## src/rtl/sad_row_accumulator_pkg.sv

```systemverilog
// sad_pkg: widths and helpers shared across the SAD datapath (compressor tree, accumulator, compare stage)
package sad_pkg;
   localparam int SAD_IN_W = 11;
   localparam int SAD_ROWS = 8;
   function automatic int sad_acc_w(input int in_w, input int rows);
      return in_w + 1 + $clog2(rows);
   endfunction
   localparam int SAD_ACC_W = sad_acc_w(SAD_IN_W, SAD_ROWS);
   typedef enum logic {EMPTY, FULL} out_state_t;
endpackage

```

## src/rtl/sad_row_accumulator_cpa.sv

```systemverilog
// sad_cpa: IN_W-bit carry-propagate adder resolving a sum/carry pair into IN_W+1 bits
module sad_cpa #(
   parameter int IN_W = 11
) (
   input  logic [IN_W-1:0] a,
   input  logic [IN_W-1:0] b,
   output logic [IN_W:0]   s
);
   assign s = {1'b0, a} + {1'b0, b};
endmodule

```

## src/rtl/sad_row_accumulator.sv

```systemverilog
// sad_row_accumulator: resolves compressor rows and accumulates ROWS of them into a block SAD.
// Define SAD_CPA_PIPE_EN to register the CPA result before the accumulator (2-cycle latency).
module sad_row_accumulator
   import sad_pkg::*;
#(
   parameter int IN_W = SAD_IN_W,
   parameter int ROWS = SAD_ROWS,
   localparam int ACC_W = sad_acc_w(IN_W, ROWS)
) (
   input  logic             clk,
   input  logic             rst,
   input  logic             in_valid,
   output logic             in_ready,
   input  logic [IN_W-1:0]  in_sum,
   input  logic [IN_W-1:0]  in_carry,
   output logic             out_valid,
   input  logic             out_ready,
   output logic [ACC_W-1:0] out_sad
);
   localparam int CNT_W = $clog2(ROWS);
   logic [IN_W:0] rv, a_rv;
   logic [CNT_W-1:0] row_cnt;
   logic [ACC_W-1:0] acc;
   logic last_in, in_fire, a_valid, a_last, a_fire, stall;
   out_state_t state, state_nx;
   sad_cpa #(.IN_W(IN_W)) u_cpa (.a(in_sum), .b(in_carry), .s(rv));
   assign last_in = row_cnt == CNT_W'(ROWS - 1);
`ifdef SAD_CPA_PIPE_EN
   logic p_valid, p_last;
   logic [IN_W:0] p_rv;
   assign a_valid = p_valid;
   assign a_rv = p_rv;
   assign a_last = p_last;
   assign stall = p_valid && p_last && out_valid && !out_ready;
   always_ff @(posedge clk)
      if (rst) begin
         p_valid <= 1'b0;
         p_last <= 1'b0;
         p_rv <= '0;
      end else if (!stall) begin
         p_valid <= in_fire;
         p_last <= last_in;
         p_rv <= rv;
      end
`else
   assign a_valid = in_valid;
   assign a_rv = rv;
   assign a_last = last_in;
   // only the closing row of a block must wait for the pending SAD to drain
   assign stall = out_valid && !out_ready && last_in;
`endif
   assign in_ready = !stall;
   assign in_fire = in_valid && in_ready;
   assign a_fire = a_valid && !stall;
   assign out_valid = state == FULL;
   always_ff @(posedge clk)
      if (rst) row_cnt <= '0;
      else if (in_fire) row_cnt <= last_in ? '0 : row_cnt + 1'b1;
   always_ff @(posedge clk)
      if (rst) begin
         acc <= '0;
         out_sad <= '0;
      end else if (a_fire) begin
         acc <= a_last ? '0 : acc + ACC_W'(a_rv);
         if (a_last) out_sad <= acc + ACC_W'(a_rv);
      end
   always_ff @(posedge clk)
      if (rst) state <= EMPTY;
      else state <= state_nx;
   always_comb begin
      state_nx = state;
      state_nx = (a_fire && a_last) ? FULL : (out_ready ? EMPTY : state);
   end
endmodule

```

## config.mk

```make
export PLATFORM = sky130hd
export DESIGN_NAME = sad_row_accumulator
export DESIGN_NICKNAME = d
export VERILOG_FILES = /design/src/rtl/sad_row_accumulator_pkg.sv /design/src/rtl/sad_row_accumulator_cpa.sv /design/src/rtl/sad_row_accumulator.sv
export SDC_FILE = /design/constraint.sdc
export NUM_CORES = 1
export LEC_CHECK = 0
export CORE_MARGIN = 2
export CORE_UTILIZATION = 51
export CTS_CLUSTER_SIZE = 30
export DETAILED_ROUTE_END_ITERATION = 8
export PLACE_DENSITY = 0.88
export SYNTH_ARGS = -nofsm -noshare
export SYNTH_HDL_FRONTEND = slang
export SYNTH_SLANG_ARGS = --single-unit
```

## constraint.sdc

```tcl
create_clock -name clk -period 3.4 [get_ports clk]
set_clock_uncertainty 0.15 [all_clocks]
set_input_delay 0.34 -clock clk [delete_from_list [all_inputs] [get_ports clk]]
set_output_delay 0.34 -clock clk [all_outputs]
set_load 0.005 [all_outputs]
```

==> run metrics <==
RSZ-0062 raised after global routing no; I/O Buffers 42; clock sink count 34; setup repair bufs after CTS 0; Max transition margin 53.0%; initial DRC count 135; Die Area 4630 um^2; num rows 23; CP Depth 11; nets 333; CP top delay family adder cells; Initial Util 52.7%; Synth-to-Final Area Change 28.8%; busiest layer in global routing met2; final period utilization 92.0%; # diodes 0; worst r2r src acc[1]$_SDFFE_PP0P_; routed length per instance 14.5 um; status finished clean; hold crit path type flip-flop to flip-flop; VDD IR max 526 uV; Buf+Inv Stages, Crit Path 2; worst-case reg-to-reg path depth 10; antenna violations before repair 0; commonest cells after routing, fill and taps aside clkdlybuf4s50_1 (42), dfxtp_1 (34), nand2_1 (24), a21oi_1 (23), nor2_1 (22); Cells after Synth 237; Fin Setup TNS 0 ns; Worst-path clk slew 0.08 ns; Max clock buf depth 2; total number of vias 1899; chip height 68.1 um; crit path capture type flip-flop; Resize count post-CTS 0; Leak 1.11 nW; utilization after layout 67.9%; Detailed Place HPWL 3.57 mm; GR met2 Demand/Resource 38.2%; Slowest cell on crit path fa_1; Cell Area, Synth 2090 um^2; crit-path cells clkdlybuf4s50_1 > fa_1 > ha_1 > inv_1 > fa_1 > nor2b_4 > o31a_1 > o31a_1 > a21oi_1 > or4_1 > nand3_1; max-slew violation count 0; Hold Vio Cnt, Final 0; max frequency 320 MHz; largest net degree at the start of global routing 25; routability cong. 0.869; #FFs+latches synth 34; Synth Warn # 0; Worst Tran Pin Value 0.702 ns; most common cell after layout, fill and taps aside clkdlybuf4s50_1; Clock Latency Late Sink 0.29 ns; Setup crit start kind primary input; Mean Syn Cell Area 8.83 um^2; synth unique cells 44; Pre-antenna DRT Iters 4; CTS tree done; htree depth 2; sequential area share after synthesis 32.5%; CP max FO 4; vias in the first global route 1825; Final min period 3.13 ns; CTS Root Cell clkbuf_8; final WL 4.82 mm; P per Cell Area 617 nW/um^2; Max stage delay on crit path 0.55 ns; gr ovfl total 0; ANT nets after route 0; Worst Setup Path Type primary input to flip-flop; grt met1 use 26.9%; drt drc 0; Worst Setup EP out_sad[9]$_SDFFE_PP0P_; crit path launch in_sum[1]; worst path required time 3.49 ns; Tot GR Track Use 22.3%; ratio of cells with drive above 1 in the final layout 6.71%; Synthesized Nets 288; first-pass GRT wire length 7.80 mm; CTS Hold Bufs 0; core area 3970 um^2; flop2flop setup slack 0.47 ns; CP arrival 3.21 ns; max cap viols 0; IO Count 43; GRT met3 Usage 5.92%; final setup vio count 0; r2r endpoint acc[9]$_SDFFE_PP0P_; cts bufs inserted 5; vias per inst 5.70; Die W 68.1 um
worst min path at each step:
stage                                        from                      end  depth (start not counted)
after floorplan           row_cnt[1]$_SDFFE_PP0P_  row_cnt[1]$_SDFFE_PP0P_                          2
after global placement    out_sad[5]$_SDFFE_PP0P_  out_sad[5]$_SDFFE_PP0P_                          2
after detailed placement  out_sad[5]$_SDFFE_PP0P_  out_sad[5]$_SDFFE_PP0P_                          2
after CTS                 out_sad[5]$_SDFFE_PP0P_  out_sad[5]$_SDFFE_PP0P_                          2
after global routing      row_cnt[1]$_SDFFE_PP0P_  row_cnt[1]$_SDFFE_PP0P_                          2
final                     out_sad[5]$_SDFFE_PP0P_  out_sad[5]$_SDFFE_PP0P_                          2
cell usage after synthesis, drive strengths merged:
library cell	n	area share, %
a21oi	23	5.5
nand3b	6	2.2
mux2i	1	0.48
clkbuf	10	1.8
a21o	6	2.2
a311oi	1	0.72
a21boi	2	0.72
or3b	1	0.42
nor3b	1	0.36
o22a	1	0.42
a22o	3	1.3
o31ai	1	0.36
nor3	6	1.4
o22ai	1	0.30
nand3	6	1.4
xnor2	4	1.7
fa	12	11
nand2b	2	0.60
nand4b	3	1.3
a31oi	1	0.30
a22oi	4	1.4
nor4	3	0.90
nand4	1	0.30
nor2	22	3.9
ha	13	7.8
a221oi	1	0.72
a311o	1	0.48
a32oi	1	0.42
and2	5	1.5
inv	9	1.6
and3	3	0.90
o21a	2	0.72
dfxtp	34	33
nand2	24	4.3
o31a	2	0.84
a211o	1	0.42
or3	1	0.30
nor2b	4	1.6
or4	3	1.1
a211oi	3	1.1
buf	1	0.18
o21ai	6	1.4
xor2	2	0.84
routing by layer:
| layer | vias to the layer above | share of wire [%] | wire, um |
|---|---|---|---|
| met1 | 892 | 44 | 2110 |
| met2 | 62 | 48 | 2330 |
| li1 | 933 | - | - |
| met4 | 0 | 2.1 | 99 |
| met5 | - | 0 | 0 |
| met3 | 12 | 5.9 | 284 |
area by class of cell:
cell class | count | area [um^2]
clock buffers | 5 | 68.8
clock inverters | 3 | 40.0
fillers | 324 | 1270
inverters | 9 | 33.8
multi-input cells | 183 | 1340
flip-flops and latches | 34 | 681
well taps | 50 | 62.6
repair buffers | 49 | 473
worst min-delay path: stages (launching register included):
cell	delay [ns]
dfxtp_1	0.31
nand2_1	0.05
a21oi_1	0.05
through the flow:
step | cell area (um^2) | worst slack, ns | cells | hold WS (ns) | power [mW]
4_1_cts | 2700 | 0.270 | 333 | 0.307 | 1.66
2_1_floorplan | 2090 | 0.574 | 237 | 0.290 | 1.08
3_3_place_gp | 2590 | 0.0415 | 325 | 0.295 | 1.26
6_report | 2700 | 0.273 | 333 | 0.307 | 1.66
5_1_grt | 2700 | 0.0715 | 333 | 0.331 | 1.77
3_5_place_dp | 2590 | -0.0277 | 325 | 0.297 | 1.28
flip-flops by register name (all words and copies together), names as in the netlist:
name	count
row_cnt	3
acc	15
out_sad	15
out_valid	1
where the power goes:
group | total [mW] | switching [mW] | internal [mW]
sequential | 0.494 | 0.0419 | 0.453
clock | 0.370 | 0.154 | 0.216
combinational | 0.800 | 0.434 | 0.365
cell families after synthesis:
family | synth area share (%)
DFF | 32.5
AOI/OAI and AO/OA | 19.2
and+or+nand+nor | 22.4
adders and majority gates | 19.2
muxes | 0.478
buffers and inverters | 3.59
xor gates and xnor gates | 2.51
Power figures use the tool's default switching activity.
